**src/rtl/sram_req_arbiter_pkg.sv**
```systemverilog
// Shared definitions for the SRAM-like request arbiter slice.
package sram_req_arbiter_pkg;

    // Source id carried in each tag FIFO entry.
    typedef enum logic {
        SRC_INST = 1'b0,
        SRC_DATA = 1'b1
    } src_t;

    // SRAM-like access size encodings.
    localparam logic [1:0] SIZE_BYTE = 2'b00;
    localparam logic [1:0] SIZE_HALF = 2'b01;
    localparam logic [1:0] SIZE_WORD = 2'b10;

endpackage

```
**src/rtl/sram_req_arbiter_tag_fifo.sv**
```systemverilog
// In-order FIFO of source ids, one entry per accepted-but-unanswered request.
module tag_fifo
    import sram_req_arbiter_pkg::*;
#(
    parameter int unsigned DEPTH = 4
) (
    input  logic                     clk,
    input  logic                     rst,
    input  logic                     push,
    input  src_t                     push_src,
    input  logic                     pop,
    output src_t                     head,
    output logic                     full,
    output logic                     empty,
    output logic [$clog2(DEPTH):0]   count
);

    localparam int unsigned PW = $clog2(DEPTH);
    localparam int unsigned CW = PW + 1;

    src_t            mem [DEPTH];
    logic [PW-1:0]   wr_ptr;
    logic [PW-1:0]   rd_ptr;
    logic            do_push;
    logic            do_pop;

    assign full    = (count == CW'(DEPTH));
    assign empty   = (count == '0);
    assign do_push = push && !full;
    assign do_pop  = pop && !empty;
    assign head    = mem[rd_ptr];

    // Storage write; entries need no reset since count gates their use.
    always_ff @(posedge clk) begin
        if (do_push) begin
            mem[wr_ptr] <= push_src;
        end
    end

    // Pointer and occupancy tracking; DEPTH is a power of two so pointers wrap naturally.
    always_ff @(posedge clk) begin
        if (rst) begin
            wr_ptr <= '0;
            rd_ptr <= '0;
            count  <= '0;
        end else begin
            if (do_push) begin
                wr_ptr <= wr_ptr + PW'(1);
            end
            if (do_pop) begin
                rd_ptr <= rd_ptr + PW'(1);
            end
            case ({do_push, do_pop})
                2'b10:   count <= count + CW'(1);
                2'b01:   count <= count - CW'(1);
                default: count <= count;
            endcase
        end
    end

endmodule

```
**src/rtl/sram_req_arbiter.sv**
```systemverilog
// Merges inst and data SRAM-like ports onto one bridge port, with data
// priority, a starvation guard, grant lock during address handshakes and
// in-order response routing.
module sram_req_arbiter
    import sram_req_arbiter_pkg::*;
#(
    parameter int unsigned OUTSTANDING_DEPTH = 4,
    parameter int unsigned STARVE_LIMIT      = 4
) (
    input  logic        clk,
    input  logic        rst,

    input  logic        inst_req,
    input  logic        inst_wr,
    input  logic [1:0]  inst_size,
    input  logic [3:0]  inst_wstrb,
    input  logic [31:0] inst_addr,
    input  logic [31:0] inst_wdata,
    output logic        inst_addr_ok,
    output logic        inst_data_ok,
    output logic [31:0] inst_rdata,

    input  logic        data_req,
    input  logic        data_wr,
    input  logic [1:0]  data_size,
    input  logic [3:0]  data_wstrb,
    input  logic [31:0] data_addr,
    input  logic [31:0] data_wdata,
    output logic        data_addr_ok,
    output logic        data_data_ok,
    output logic [31:0] data_rdata,

    output logic        out_req,
    output logic        out_wr,
    output logic [1:0]  out_size,
    output logic [3:0]  out_wstrb,
    output logic [31:0] out_addr,
    output logic [31:0] out_wdata,
    input  logic        out_addr_ok,
    input  logic        out_data_ok,
    input  logic [31:0] out_rdata,

    output logic        busy,
    output logic        err_unexpected
);

    localparam int unsigned CW  = $clog2(OUTSTANDING_DEPTH) + 1;
    localparam int unsigned SCW = $clog2(STARVE_LIMIT + 1);

    src_t           sel;
    src_t           lock_src;
    src_t           head_src;
    logic           lock;
    logic [SCW-1:0] starve_cnt;
    logic           fifo_full;
    logic           fifo_empty;
    logic [CW-1:0]  fifo_count;
    logic           accept;
    logic           resp_valid;
    logic           unexpected;

    // Grant selection: locked source wins, then data unless inst is starving.
    always_comb begin
        sel = SRC_INST;
        if (lock) begin
            sel = lock_src;
        end else if (data_req && inst_req) begin
            sel = (starve_cnt == SCW'(STARVE_LIMIT)) ? SRC_INST : SRC_DATA;
        end else if (data_req) begin
            sel = SRC_DATA;
        end
    end

    // Request fields follow the granted source with no added latency.
    always_comb begin
        out_req = !rst && !fifo_full && (lock || inst_req || data_req);
        if (sel == SRC_DATA) begin
            out_wr    = data_wr;
            out_size  = data_size;
            out_wstrb = data_wstrb;
            out_addr  = data_addr;
            out_wdata = data_wdata;
        end else begin
            out_wr    = inst_wr;
            out_size  = inst_size;
            out_wstrb = inst_wstrb;
            out_addr  = inst_addr;
            out_wdata = inst_wdata;
        end
    end

    assign accept       = out_req && out_addr_ok;
    assign inst_addr_ok = accept && (sel == SRC_INST);
    assign data_addr_ok = accept && (sel == SRC_DATA);

    assign resp_valid   = !rst && out_data_ok && !fifo_empty;
    assign unexpected   = out_data_ok && fifo_empty;
    assign inst_data_ok = resp_valid && (head_src == SRC_INST);
    assign data_data_ok = resp_valid && (head_src == SRC_DATA);
    assign inst_rdata   = out_rdata;
    assign data_rdata   = out_rdata;
    assign busy         = !rst && (fifo_count != '0);

    // Lock, starvation counter and sticky error tracking.
    always_ff @(posedge clk) begin
        if (rst) begin
            lock           <= 1'b0;
            lock_src       <= SRC_INST;
            starve_cnt     <= '0;
            err_unexpected <= 1'b0;
        end else begin
            if (out_addr_ok) begin
                lock <= 1'b0;
            end else if (out_req) begin
                lock     <= 1'b1;
                lock_src <= sel;
            end

            if (accept && (sel == SRC_DATA) && inst_req) begin
                if (starve_cnt != SCW'(STARVE_LIMIT)) begin
                    starve_cnt <= starve_cnt + SCW'(1);
                end
            end else if ((accept && (sel == SRC_INST)) || !inst_req) begin
                starve_cnt <= '0;
            end

            if (unexpected) begin
                err_unexpected <= 1'b1;
            end
        end
    end

    tag_fifo #(
        .DEPTH(OUTSTANDING_DEPTH)
    ) u_tag_fifo (
        .clk      (clk),
        .rst      (rst),
        .push     (accept),
        .push_src (sel),
        .pop      (out_data_ok),
        .head     (head_src),
        .full     (fifo_full),
        .empty    (fifo_empty),
        .count    (fifo_count)
    );

endmodule
```
**config.mk**
```make
export PLATFORM = sky130hd
export DESIGN_NAME = sram_req_arbiter
export DESIGN_NICKNAME = d
export VERILOG_FILES = /design/src/rtl/sram_req_arbiter_pkg.sv /design/src/rtl/sram_req_arbiter_tag_fifo.sv /design/src/rtl/sram_req_arbiter.sv
export SDC_FILE = /design/constraint.sdc
export NUM_CORES = 1
export LEC_CHECK = 0
export BUFFER_PORTS_ARGS = -buffer_cell sky130_fd_sc_hd__buf_4
export CAP_MARGIN = 20
export CORE_AREA = 2 2 124 126
export DETAILED_ROUTE_END_ITERATION = 10
export DIE_AREA = 0 0 126 128
export PLACE_DENSITY = 0.56
export SYNTH_ARGS = -nofsm -noshare
export SYNTH_HDL_FRONTEND = slang
export SYNTH_SLANG_ARGS = --single-unit
```
**constraint.sdc**
```tcl
create_clock -name clk -period 4.65 [get_ports clk]
set_clock_uncertainty 0.05 [all_clocks]
set_input_delay 0.6975 -clock clk [delete_from_list [all_inputs] [get_ports clk]]
set_output_delay 0.6975 -clock clk [all_outputs]
set_load 0.1 [all_outputs]
```
# [Word level (Yosys, flattened, before mapping)]
# Memory sizes are Yosys's and may differ from the RTL's. A register that Yosys moved wholly into a read port is not among the register bits.
# Index checks and enable logic that the tools add are counted.
[totals] regBits=13 latchBits=0 mem_bits_rw=4 mem_bits_ro=0 in_bits=180 out_inout_bits=142 memories=1
[classes] n_addsub=5 n_mul=0 div_mod_pow=0 n_lt_le_gt_ge=0 n_eq_ne=6 n_shift=0 mux=17 bitwise_logic=3 n_reduce_logical=29
[mem_list] name="u_tag_fifo.mem" depth=4 width=1 read_ports=1 rd_ports_with_merged_regs=1 wr=1 line_no="sram_req_arbiter_tag_fifo.sv:21" text="src_t mem [DEPTH];"
[op_table] cell="$mux 32" n=2
[op_table] cell="$logic_and 1x1->1" n=15
[op_table] cell="$mux 3" n=3
[op_table] cell="$mux 1" n=7
[op_table] cell="$add 3x1->3 const B" n=2
[op_table] cell="$eq 3x3->1 const B" n=2
[op_table] cell="$mux 2" n=3
[op_table] cell="$pmux 3 s2" n=1
[op_table] cell="$add 2x1->2 const B" n=2
[op_table] cell="$logic_not 1->1" n=4
[op_table] cell="$mux 4" n=1
[op_table] cell="$reduce_and 2->1" n=2
[op_table] cell="$reduce_bool 2->1" n=2
[op_table] cell="$logic_not 3->1" n=1
[op_table] cell="$logic_or 1x1->1" n=3
[op_table] cell="$ne 3x3->1 const B" n=1
[op_table] cell="$not 1->1" n=3
[op_table] cell="$reduce_bool 3->1" n=1
[op_table] cell="$sub 3x1->3 const B" n=1
[op_table] cell="$eq 2x1->1 const B" n=1
[op_table] cell="$eq 2x2->1 const B" n=1
[op_table] cell="$ne 2x1->1 const B" n=1
[op_table] cell="$reduce_or 2->1" n=1

# [Longest topological paths before layout]
# Gate-level depths: netlist of run 1.
[logic_depth] word_depth=9 mapped_depth=9

# [Hierarchy]
# A second synthesis of run 1 with hierarchy kept.
[unflattened] cells_unflattened=252 hier_area_um2=2571.2
[by_module_without_submodules] module="sram_req_arbiter" instances=1 cells_each=193 area_each_um2=1953.1 seq_area_each_um2=120.1
[by_module_without_submodules] module="tag_fifo" instances=1 cells_each=59 area_each_um2=618.1 seq_area_each_um2=300.3

# [Worst setup path after synthesis of run 1]
# OpenSTA, ideal clock, no wires.
[synth_timing] path_kind="in2out" startpoint="in rst" endpoint="out inst_data_ok" arrival_ns=3.666 required_ns=3.903 slack_ns=0.236 path_stages=4 n_path_buf=1 cell_sequence="clkbuf_1 -> nor2_1 -> nand2_1 -> nor2_1"
[synth_between] elab_chain_len=4
[synth_rtl] item="start, declared" line_no="sram_req_arbiter.sv:11" text="input logic rst,"
[synth_rtl] item="$logic_not 1->1" line_no="sram_req_arbiter.sv:96" text="assign resp_valid = !rst && out_data_ok && !fifo_empty;"
[synth_rtl] item="$logic_and 1x1->1 (2 in series)" line_no="sram_req_arbiter.sv:96"
[synth_rtl] item="$logic_and 1x1->1" line_no="sram_req_arbiter.sv:98" text="assign inst_data_ok = resp_valid && (head_src == SRC_INST);"
[synth_rtl] item="end, declared" line_no="sram_req_arbiter.sv:20" text="output logic inst_data_ok,"
# No other way between the ends.

# [Final worst setup path of run 1]
[layout_timing] startpoint="reg starve_cnt[0]" endpoint="out out_wdata[31]"
[layout_between] elab_chain_len=5
[layout_rtl] item="start, declared" line_no="sram_req_arbiter.sv:54" text="logic [SCW-1:0] starve_cnt;"
[layout_rtl] item="start signal, assigned" line_no="sram_req_arbiter.sv:121" text="starve_cnt <= starve_cnt + SCW'(1);"
[layout_rtl] item="$eq 3x3->1" line_no="sram_req_arbiter.sv:68" text="sel = (starve_cnt == SCW'(STARVE_LIMIT)) ? SRC_INST : SRC_DATA;"
[layout_rtl] item="$mux 1" line_no="sram_req_arbiter.sv:68"
[layout_rtl] item="$mux 1" line_no="sram_req_arbiter.sv:67" text="end else if (data_req && inst_req) begin"
[layout_rtl] item="$mux 1" line_no="sram_req_arbiter.sv:65" text="if (lock) begin"
[layout_rtl] item="$mux 32" line_no="sram_req_arbiter.sv:77" text="if (sel == SRC_DATA) begin"
[layout_rtl] item="end, declared" line_no="sram_req_arbiter.sv:38" text="output logic [31:0] out_wdata,"
# No other way between the ends.

==> results of run 1 <==
[critical path, stage by stage (launching register included)]
cell	delay (ns)
dfxtp_1	0.37
inv_1	0.06
ha_1	0.23
nand3_1	0.11
a22o_4	0.48
buf_12	0.35
mux2_2	0.39
buf_4	0.23
[layout make-up]
type,count,area share (%)
multi-input combinational,140,37.6
clock buffer,3,1.88
inverter,12,1.13
tap,188,5.90
sequential,19,10.5
clock inverter,1,0.126
timing repair buffer,226,42.9
[routing by layer]
layer / global-route usage (%) / part of all wire, %
met5: 0 / 0
met4: 1.36 / 0.57
met3: 4.80 / 12
met2: 17.3 / 46
met1: 14.2 / 41
[logic make-up after synthesis]
group / synth area share [%]
buf+inv: 24.2
mux: 40.3
simple gates: 9.04
flops: 16.7
compound gates: 3.77
fa+ha+maj: 4.27
xor+xnor: 1.74
[how the worst max path moves through the flow]
stage | start | endpoint | cells past startpoint
6_report | starve_cnt[0] | out_wdata[31] | 7
3_3_place_gp | data_req | out_addr[23] | 6
4_1_cts | starve_cnt[0] | out_wdata[31] | 7
5_1_grt | starve_cnt[0] | out_wdata[31] | 7
3_5_place_dp | data_req | out_wdata[31] | 6
2_1_floorplan | rst | inst_data_ok | 4
[power by group]
group	switching (uW)	total (uW)	internal (uW)
logic	716	1040	320
registers	25.4	221	195
clock network	59.5	175	115
total	801	1430	631
[synthesized netlist by cell type, types with 2 or more instances]
cell type | instances | area [um^2]
buf_4 | 64 | 480
mux2_4 | 46 | 691
mux2_2 | 25 | 282
dfxtp_1 | 15 | 300
nor2_1 | 14 | 52.6
inv_1 | 12 | 45.0
ha_1 | 7 | 87.6
buf_6 | 6 | 67.6
a21oi_1 | 5 | 25.0
and2_1 | 5 | 31.3
nand2_1 | 5 | 18.8
edfxtp_1 | 4 | 120
nor3_1 | 3 | 15.0
xor2_1 | 3 | 26.3
buf_2 | 2 | 10.0
clkbuf_1 | 2 | 7.51
mux2i_1 | 2 | 20.0
nand3_1 | 2 | 10.0
xnor2_1 | 2 | 17.5
[stage by stage]
step           std cells  hold WS (ns)  setup WS [ns]  total power (uW)  instance area (um^2)
2_1_floorplan        245         0.427          0.236              1300                  2520
4_1_cts              589         0.445           1.32              1440                  3990
3_3_place_gp         585         0.409           1.44              1260                  3910
5_1_grt              589         0.481           1.21              1490                  3990
3_5_place_dp         585         0.431           1.38              1260                  3910
6_report             589         0.437           1.33              1430                  3990
==> run summary, run 1 <==
CLOCK NETWORK
----------------------------------------------------------------------------------------
Hold bufs inserted after CTS                                                           0
CTS tree                                                                            done
Number of clock sinks                                                                 19
Clk_lat worst skew                                                               0.25 ns
Library cell used as clock root buffer                                         clkbuf_16
Number of buffers created by CTS                                                       3
Buffers from clock root to sink, at most                                               2
# Post-CTS Setup Buffers                                                               0
CTS-repair resized insts                                                               0
Clock transition at the registers of the reported paths                          0.05 ns
H-Tree Depth                                                                           1

LOGIC SYNTHESIS
----------------------------------------------------------------------------------------
Post-synth EDFFs                                                                       4
Flop and latch count out of synthesis                                                 19
Post-Syn Nets                                                                        433
Netlist area before placement                                                  2520 um^2
Post-synthesis cell type count                                                        40
Avg Synthesized Cell Area                                                      10.3 um^2
Warnings, synthesis                                                                    0
Gate count after technology mapping                                                  245
Sequential area share after synthesis                                              16.7%
Main flop type after synthesis                                                   dfxtp_1
Asr flop ratio synth                                                                  0%

FLOORPLAN
----------------------------------------------------------------------------------------
Die Span X                                                                        126 um
Number of placed I/O pins                                                            322
Die Outline Area                                                              16100 um^2
Initial core utilization                                                           17.0%
Row cnt                                                                               45
Core Footprint                                                                14900 um^2
Vertical die dimension                                                            128 um

STA
----------------------------------------------------------------------------------------
Final number of max-transition violations                                              0
Final-report hold violation count                                                      0
Highest achievable clock rate                                                  0.301 GHz
Final critical-path share of the clock period                                      71.4%
Worst relative slew slack                                                          59.1%
Setup TNS                                                                           0 ns
Worst Max-Slew Pin Slew                                                         0.611 ns
Number of setup violations in the final report                                         0
Minimum clock period                                                             3.32 ns
Unrepaired setup endpoints after global routing                                    false

POWER AND IR DROP
----------------------------------------------------------------------------------------
Power density normalized to cell area                                        359 nW/um^2
VDD IR-drop max                                                                 0.384 mV
Leak                                                                          0.00197 uW

CRITICAL PATH
----------------------------------------------------------------------------------------
Worst reg2reg startpoint                                                            lock
Required time of the worst setup path                                            3.90 ns
CP Data Arrival Time                                                             2.57 ns
Worst-case register-to-register setup slack                                      2.20 ns
Worst reg2reg path depth                                                               9
Critical path start-end classification                                        reg -> out
Critical path capture point type                                             output port
Startpoint types                                                                    flop
Largest fanout on the critical path                                                   46
Worst reg2reg endpoint                                                      u_tag_fifo.count[2]

HOLD PATH
----------------------------------------------------------------------------------------
Min-Delay Path Depth                                                                   2
Origin of the worst min-delay path                                          err_unexpected
Endpoint of the worst hold path                                             err_unexpected
Worst min-delay path category                                                 reg -> reg

DRT
----------------------------------------------------------------------------------------
Drt wl/cell                                                                      17.2 um
Vias post-DR                                                                        2323
Number of search-and-repair iterations in the first detailed-routing pass              4
ANT nets after route                                                                   0
Drc violations                                                                         0
Initial drt markers                                                                   30
Total wirelength of the detailed-routed design                                  10200 um
Number of vias per cell                                                             3.94

RUN STATUS
----------------------------------------------------------------------------------------
Status                                                                      finished clean

CELLS AND AREA
----------------------------------------------------------------------------------------
Most frequent standard cell in the layout excluding fill and tap cells             buf_4
Most frequent cells in the layout                                           buf_4 (225), mux2_4 (46), mux2_2 (25), dfxtp_1 (15), nor2_1 (14)
Fraction of layout cells with a size suffix above 1                                76.3%
Area of the multi-input gates                                                  1500 um^2
Filler Cell Count                                                                   1556
Final core utilization                                                             26.8%
Layout-stage area growth over the synthesis result                                 58.2%
Register cell area after layout                                                 420 um^2
N_diodes                                                                               0
Net count of the finished layout                                                     590

PLACE
----------------------------------------------------------------------------------------
Count of buffers from port buffering                                                 225
RePlAce Congestion                                                                 0.768
Half-perimeter wire length after placement                                       8790 um

GLOBAL ROUTING
----------------------------------------------------------------------------------------
Final global-route overflow total                                                      0
Number of antenna violations at the first check in global routing                      0
Overall global routing resource usage                                              10.9%
Via count of the first global-routing pass                                          2231
Global-route wire length before repair                                          13600 um
Largest net degree at the start of global routing                                     47

RUN
----------------------------------------------------------------------------------------
Number of max-capacitance violations reported                                          0

(Power assumes the default switching activity.)
==> inputs of run 2 (changes only) <==
--- a/config.mk
+++ b/config.mk
@@ -5,12 +5,13 @@
 export SDC_FILE = /design/constraint.sdc
 export NUM_CORES = 1
 export LEC_CHECK = 0
+export ABC_AREA = 1
 export BUFFER_PORTS_ARGS = -buffer_cell sky130_fd_sc_hd__buf_4
 export CAP_MARGIN = 20
 export CORE_AREA = 2 2 124 126
 export DETAILED_ROUTE_END_ITERATION = 10
 export DIE_AREA = 0 0 126 128
-export PLACE_DENSITY = 0.56
+export PLACE_DENSITY = 0.57
 export SYNTH_ARGS = -nofsm -noshare
 export SYNTH_HDL_FRONTEND = slang
 export SYNTH_SLANG_ARGS = --single-unit
==> constraint.sdc (replaced) <==
create_clock -name clk -period 2.8 [get_ports clk]
set_clock_uncertainty 0.05 [all_clocks]
set_input_delay 0.42 -clock clk [delete_from_list [all_inputs] [get_ports clk]]
set_output_delay 0.42 -clock clk [all_outputs]
set_load 0.1 [all_outputs]
==> run 2 against run 1 <==
Compared with the run above:
- synthesized cell count up 71%
- combinational power increased by 71%
- largest cell class unchanged
- via count increased by 23%
- sequential cell count unchanged
==> run summary, run 2 <==
FLOORPLAN
----------------------------------------------------------------------------------------
Number of placed I/O pins                                                            322   unchanged
Initial core utilization                                                           15.8%   -1.2 points
Core Footprint                                                                14900 um^2   unchanged
Row cnt                                                                               45   unchanged
Die Outline Area                                                              16100 um^2   unchanged
Die Span X                                                                        126 um   unchanged
Vertical die dimension                                                            128 um   unchanged

DRT
----------------------------------------------------------------------------------------
Met2 wire len                                                                    4030 um   -15%
ANT nets after route                                                                   0   unchanged
Drc violations                                                                         0   unchanged
Vias post-DR                                                                        2859   +23%
Initial drt markers                                                                  138   +360%
Max layer used                                                                      met4
Met3 WL post-DR                                                                   877 um   -27%
Number of search-and-repair iterations in the first detailed-routing pass              4   unchanged
Drt wl/cell                                                                      11.2 um   -35%
Total wirelength of the detailed-routed design                                   8470 um   -17%
Number of vias per cell                                                             3.77   -4.5%
Wire length on met1                                                              3300 um   -21%

STA
----------------------------------------------------------------------------------------
Setup TNS                                                                           0 ns   unchanged
Final number of max-transition violations                                              0   unchanged
Unrepaired setup endpoints after global routing                                    false
Worst Max-Slew Pin Slew                                                         0.423 ns   -0.188 ns
Worst relative slew slack                                                          71.6%   +12 points
Highest achievable clock rate                                                  0.403 GHz
Number of setup violations in the final report                                         0   unchanged
Final-report hold violation count                                                      0   unchanged
Minimum clock period                                                             2.48 ns
Final critical-path share of the clock period                                      88.6%

POWER AND IR DROP
----------------------------------------------------------------------------------------
VDD IR-drop max                                                                 0.252 mV   -34%
Leak                                                                          0.00220 uW   +12%
Power density normalized to cell area                                        636 nW/um^2   +77%

LOGIC SYNTHESIS
----------------------------------------------------------------------------------------
Dominant cell type by area after synthesis                                       nand2_1
Asr flop ratio synth                                                                  0%   unchanged
Cells taking the most area after synthesis                                  nand2_1 (37%), buf_4 (23%), dfxtp_1 (13%)
Avg Synthesized Cell Area                                                      5.59 um^2   -46%
Share of the synthesized area in the top cell type                                 37.0%   +9.6 points
Gate count after technology mapping                                                  419   +71%
Post-synth top cells                                                        nand2_1 (231), buf_4 (72), inv_1 (27), a21oi_1 (16), dfxtp_1 (15)
Count leader, synth                                                              nand2_1
Sequential area share after synthesis                                              17.9%   +1.3 points
Warnings, synthesis                                                                    0   unchanged
Main flop type after synthesis                                                   dfxtp_1
Netlist area before placement                                                  2340 um^2   -7.0%
Post-synth EDFFs                                                                       4   unchanged
Flop and latch count out of synthesis                                                 19   unchanged
Post-synthesis cell type count                                                        20   -50%
Post-Syn Nets                                                                        607   +40%

PLACE
----------------------------------------------------------------------------------------
Count of buffers from port buffering                                                 225   unchanged
RePlAce Congestion                                                                 0.726   -5.5%
Half-perimeter wire length after placement                                       6850 um   -22%
Area after detailed placement                                                  3750 um^2   -3.9%

CELLS AND AREA
----------------------------------------------------------------------------------------
Final instance area                                                            3830 um^2   -3.9%
Most frequent cells in the layout                                           nand2_1 (231), buf_4 (227), inv_1 (27), a21oi_1 (16), dfxtp_1 (15)
Register cell area after layout                                                 420 um^2   unchanged
N_diodes                                                                               0   unchanged
Area of the multi-input gates                                                  1250 um^2   -17%
Filler Cell Count                                                                   1694   +8.9%
Net count of the finished layout                                                     760   +29%
Most frequent standard cell in the layout excluding fill and tap cells           nand2_1
Fraction of layout cells with a size suffix above 1                                42.0%   -34 points
Layout-stage area growth over the synthesis result                                 63.6%

CLOCK NETWORK
----------------------------------------------------------------------------------------
CTS tree                                                                            done
Number of buffers created by CTS                                                       3   unchanged
CTS-repair resized insts                                                               0   unchanged
H-Tree Depth                                                                           1   unchanged
Hold bufs inserted after CTS                                                           0   unchanged
Library cell used as clock root buffer                                         clkbuf_16
Number of clock sinks                                                                 19   unchanged
Clk_lat worst skew                                                               0.25 ns   about the same
Buffers from clock root to sink, at most                                               2   unchanged
Clock transition at the registers of the reported paths                          0.05 ns   about the same
# Post-CTS Setup Buffers                                                               0   unchanged

CRITICAL PATH
----------------------------------------------------------------------------------------
Required time of the worst setup path                                            2.33 ns   -1.57 ns
Startpoint types                                                                    flop
Largest fanout on the critical path                                                   77   +67%
Critical path start-end classification                                        reg -> out
Worst reg2reg startpoint                                                            lock
CP Data Arrival Time                                                             2.01 ns   -0.56 ns
Launch point of the critical path                                           starve_cnt[0]
Critical path capture point type                                             output port

RUN
----------------------------------------------------------------------------------------
Number of max-capacitance violations reported                                          0   unchanged

GLOBAL ROUTING
----------------------------------------------------------------------------------------
Overall global routing resource usage                                              9.52%   -1.4 points
Largest net degree at the start of global routing                                     78   +66%
Via count of the first global-routing pass                                          2632   +18%
Global-route wire length before repair                                          12900 um   -4.9%
Number of antenna violations at the first check in global routing                      0   unchanged
Final global-route overflow total                                                      0   unchanged

RUN STATUS
----------------------------------------------------------------------------------------
Status                                                                      finished clean

HOLD PATH
----------------------------------------------------------------------------------------
Origin of the worst min-delay path                                                   rst
Worst min-delay path category                                                  in -> reg

==> run 2: power breakdown <==
part	switching (uW)	leakage (uW)	total, uW	internal [uW]
sequential	31.8	0.000159	360	328
combinational	1350	0.00200	1780	430
clock	105	0.0000409	296	192
==> run 2: worst paths after layout <==
kind                            depth (start not counted)             endpoint  slack, ns
worst max-delay path                                    9         out_wdata[9]       0.32
worst min-delay path                                    2       err_unexpected       0.32
worst max register to register                         10  u_tag_fifo.count[2]       0.78
worst min register to register                          2       err_unexpected       0.40
==> run 2: metal layers <==
| metal | vias to the layer above | global-route usage [%] |
|---|---|---|
| li1 | 1506 | - |
| met4 | 0 | 3.49 |
| met1 | 1177 | 11.3 |
| met5 | - | 0 |
| met3 | 33 | 3.17 |
| met2 | 143 | 16.0 |
==> run 2: logic make-up (layout without fill, tap and decap cells) <==
kind of cell | after synthesis | in the layout | share of synthesized area (%)
and+or+nand+nor | 255 | 255 | 41.6
buffers and inverters | 109 | 261 | 29.1
AOI/OAI and AO/OA | 28 | 28 | 6.78
DFF | 19 | 19 | 17.9
adders and majority gates | 8 | 8 | 4.59
==> run 2: stage by stage <==
| step | utilization, % | hold WS, ns | setup WS [ns] | power, uW | cells |
|---|---|---|---|---|---|
| after global routing | 25.8 | 0.336 | 0.191 | 2560 | 759 |
| after floorplan | - | 0.386 | 0.0143 | 2130 | 419 |
| after global placement | 25.3 | 0.400 | 0.570 | 2150 | 755 |
| after detailed placement | 25.3 | 0.397 | 0.565 | 2160 | 755 |
| final | 25.8 | 0.324 | 0.320 | 2440 | 759 |
| after CTS | 25.8 | 0.330 | 0.297 | 2460 | 759 |
==> run 2: area by class of cell <==
cell class,instances,share of cell area [%]
Sequential cell,19,11.0
Tap cell,188,6.14
Clock buffer,3,1.96
Timing Repair Buffer,229,45.5
Clock inverter,1,0.131
Multi-Input combinational cell,291,32.6
Inverter,28,2.74
==> run 2: critical path: stages (launching register included) <==
cell and delay [ns]:
dfxtp_1 0.35, inv_1 0.06, ha_1 0.20, nand2_1 0.13, o21ai_4 0.09, inv_2 0.07
buf_12 0.28, nand2_1 0.15, nand2_1 0.09, buf_4 0.28
==> inputs of run 3 (changes only) <==
--- a/config.mk
+++ b/config.mk
@@ -11,6 +11,7 @@
 export CORE_AREA = 2 2 124 126
 export DETAILED_ROUTE_END_ITERATION = 10
 export DIE_AREA = 0 0 126 128
+export GPL_TIMING_DRIVEN = 0
 export PLACE_DENSITY = 0.57
 export SYNTH_ARGS = -nofsm -noshare
 export SYNTH_HDL_FRONTEND = slang
==> run 3 against run 2 <==
Compared with the run above:
- count of clock-buffer cells in the layout is the same
- final cell count grew 19%
- utilization grew 7.0 points
- first-iteration DRC count shrank 22%
- register-to-register slack lost 0.22 ns
- fmax shrank 6.1%
- routed wire length grew 19%
- sequential power is essentially flat
- critical path depth grew 2
- critical path type unchanged
- hold slack gained 0.013 ns
- clock power is essentially flat
- largest cell class unchanged
==> run summary, run 3 (synthesized netlist as in run 2, its figures left out) <==
STA
----------------------------------------------------------------------------------------
Number of setup violations in the final report                                         0   unchanged
Highest achievable clock rate                                                  0.379 GHz   -6.1%
Minimum clock period                                                             2.64 ns   +0.161 ns
Final critical-path share of the clock period                                      94.3%   +5.8 points
Final number of max-transition violations                                              0   unchanged
Final-report hold violation count                                                      0   unchanged
Setup TNS                                                                           0 ns   unchanged
Worst relative slew slack                                                          71.7%   +0.17 points
Worst Max-Slew Pin Slew                                                         0.421 ns   -0.00249 ns
Unrepaired setup endpoints after global routing                                    false
Final worst setup slack                                                         0.158 ns   -0.161 ns

CLOCK NETWORK
----------------------------------------------------------------------------------------
CTS tree                                                                            done
Number of clock sinks                                                                 19   unchanged
Clk_lat worst skew                                                               0.25 ns   about the same
Buffers from clock root to sink, at most                                               2   unchanged
H-Tree Depth                                                                           1   unchanged
Clock transition at the registers of the reported paths                          0.05 ns   about the same
Hold bufs inserted after CTS                                                           0   unchanged
Number of buffers created by CTS                                                       3   unchanged
Library cell used as clock root buffer                                         clkbuf_16

CRITICAL PATH
----------------------------------------------------------------------------------------
Largest fanout on the critical path                                                   10   -87%
CP Data Arrival Time                                                             2.17 ns   +0.16 ns
Critical path capture point type                                             output port
Critical path start-end classification                                        reg -> out
Launch point of the critical path                                           starve_cnt[0]
Startpoint types                                                                    flop
Largest incremental delay on the critical path                                   0.35 ns   about the same
Worst reg2reg endpoint                                                      u_tag_fifo.count[2]
Required time of the worst setup path                                            2.33 ns   about the same
Slowest cell on crit path                                                        dfxtp_1
Worst-case register-to-register setup slack                                      0.56 ns   -0.22 ns
Critical Path, Cell by Cell                                                 inv_1 > ha_1 > nand2_1 > o21ai_4 > buf_12 > inv_2 > buf_4 > buf_4 > nand2_1 > nand2_1 > buf_4
Worst reg2reg startpoint                                                            lock
Worst reg2reg path depth                                                              11   +1
Worst setup path end                                                        out_addr[14]

POWER AND IR DROP
----------------------------------------------------------------------------------------
Power density normalized to cell area                                        609 nW/um^2   -4.3%
Leak                                                                          0.00286 uW   +30%
VDD IR-drop max                                                                 0.229 mV   -9.5%
Switching part of the total power                                                  63.6%   +2.5 points
Logic pwr share                                                                    78.0%   +4.9 points
Part of the power in the clock network                                              9.9%   -2.3 points
Sequential group share of total power                                              12.1%   -2.7 points
Power Total                                                                      2970 uW   +22%
NetSw                                                                            1890 uW   +27%
Internal                                                                         1080 uW   +14%

GLOBAL ROUTING
----------------------------------------------------------------------------------------
Final global-route overflow total                                                      0   unchanged
Largest net degree at the start of global routing                                     14   -82%
Via count of the first global-routing pass                                          3015   +15%
Overall global routing resource usage                                              10.7%   +1.2 points
Global-route wire length before repair                                          14300 um   +11%
Number of antenna violations at the first check in global routing                      0   unchanged

DRT
----------------------------------------------------------------------------------------
Number of search-and-repair iterations in the first detailed-routing pass              4   unchanged
Initial drt markers                                                                  108   -22%
Vias post-DR                                                                        3359   +17%
Total wirelength of the detailed-routed design                                  10100 um   +19%
Drt wl/cell                                                                      11.1 um   about the same
Number of vias per cell                                                             3.72   -1.1%
ANT nets after route                                                                   0   unchanged
Drc violations                                                                         0   unchanged

HOLD PATH
----------------------------------------------------------------------------------------
Worst min-delay path category                                                  in -> reg

CELLS AND AREA
----------------------------------------------------------------------------------------
Layout-stage area growth over the synthesis result                                  108%
Most frequent standard cell in the layout excluding fill and tap cells             buf_4
Final core utilization                                                             32.8%   +7.0 points
Net count of the finished layout                                                     903   +19%
Filler Cell Count                                                                   1647   -2.8%
N_diodes                                                                               0   unchanged
Most frequent cells in the layout                                           buf_4 (362), nand2_1 (231), inv_1 (27), a21oi_1 (16), dfxtp_1 (15)
Fraction of layout cells with a size suffix above 1                                53.2%   +11 points

PLACE
----------------------------------------------------------------------------------------
Count of buffers from port buffering                                                 289   +28%
Half-perimeter wire length after placement                                       8700 um   +27%
Post-Place Setup Slack                                                          0.254 ns   -0.311 ns
RePlAce Congestion                                                                 0.741   +2.1%

FLOORPLAN
----------------------------------------------------------------------------------------
Number of placed I/O pins                                                            322   unchanged
Die Span X                                                                        126 um   unchanged
Row cnt                                                                               45   unchanged
Core Footprint                                                                14900 um^2   unchanged
Initial core utilization                                                           15.8%   unchanged
Die Outline Area                                                              16100 um^2   unchanged
Vertical die dimension                                                            128 um   unchanged

RUN STATUS
----------------------------------------------------------------------------------------
Status                                                                      finished clean

RUN
----------------------------------------------------------------------------------------
Number of max-capacitance violations reported                                          0   unchanged

-- run 3: worst min-delay path by stage --
stage,startpoint,to,slack [ns],depth (start not counted)
finish,rst,err_unexpected,0.34,2
global route,rst,starve_cnt[1],0.34,2
CTS,rst,lock_src,0.33,2
detailed placement,err_unexpected,err_unexpected,0.40,2
global placement,err_unexpected,err_unexpected,0.39,2
floorplan,u_tag_fifo.rd_ptr[1],flop,0.39,2
-- run 3: what timing repair did --
action                                  4_1_cts  5_1_grt
gates resized for setup                       1        6
setup buffers                                 0        2
pin swaps                                     0        1
endpoints found under the setup margin        1       57
-- run 3: metrics by stage --
| step | hold slack [ns] | area, um^2 | std cells |
|---|---|---|---|
| global placement | 0.392 | 4760 | 896 |
| finish | 0.337 | 4870 | 902 |
| CTS | 0.334 | 4840 | 900 |
| global route | 0.338 | 4870 | 902 |
| floorplan | 0.386 | 2350 | 419 |
| detailed placement | 0.400 | 4760 | 896 |
-- run 3: worst max-delay path, delay by kind of cell (launching register included) --
kind / cells / cell delay, ns
AO/OA/AOI/OAI: 1 / 0.07
adder cells (fa/ha/maj): 1 / 0.21
buffers and inverters: 6 / 0.98
flip-flops: 1 / 0.35
AND/OR/NAND/NOR: 3 / 0.29
-- run 3: routing by layer --
layer	global-route usage (%)	share of wire, %	up-vias
met5	0	0	-
met4	1.49	0.86	0
met3	2.38	8.5	6
met2	19.8	51	160
met1	13.0	40	1404
li1	-	-	1789
-- run 3: cell type report --
| class | count | area, um^2 | area share (%) |
|---|---|---|---|
| Inverter | 28 | 105 | 2.16 |
| Clock inverter | 1 | 7.51 | 0.154 |
| Tap cell | 188 | 235 | 4.83 |
| Multi-Input combinational cell | 291 | 1250 | 25.6 |
| Sequential cell | 19 | 420 | 8.63 |
| Timing Repair Buffer | 291 | 2200 | 45.1 |
| Buffer | 81 | 582 | 11.9 |
| Clock buffer | 3 | 75.1 | 1.54 |
-- run 3: power by group through the flow --
stage | combinational (uW) | sequential (uW) | clock, uW
floorplan | 1740 | 392 | 0
CTS | 2320 | 358 | 302
global route | 2420 | 365 | 310
global placement | 2310 | 364 | 0
detailed placement | 2310 | 363 | 0
finish | 2310 | 359 | 293
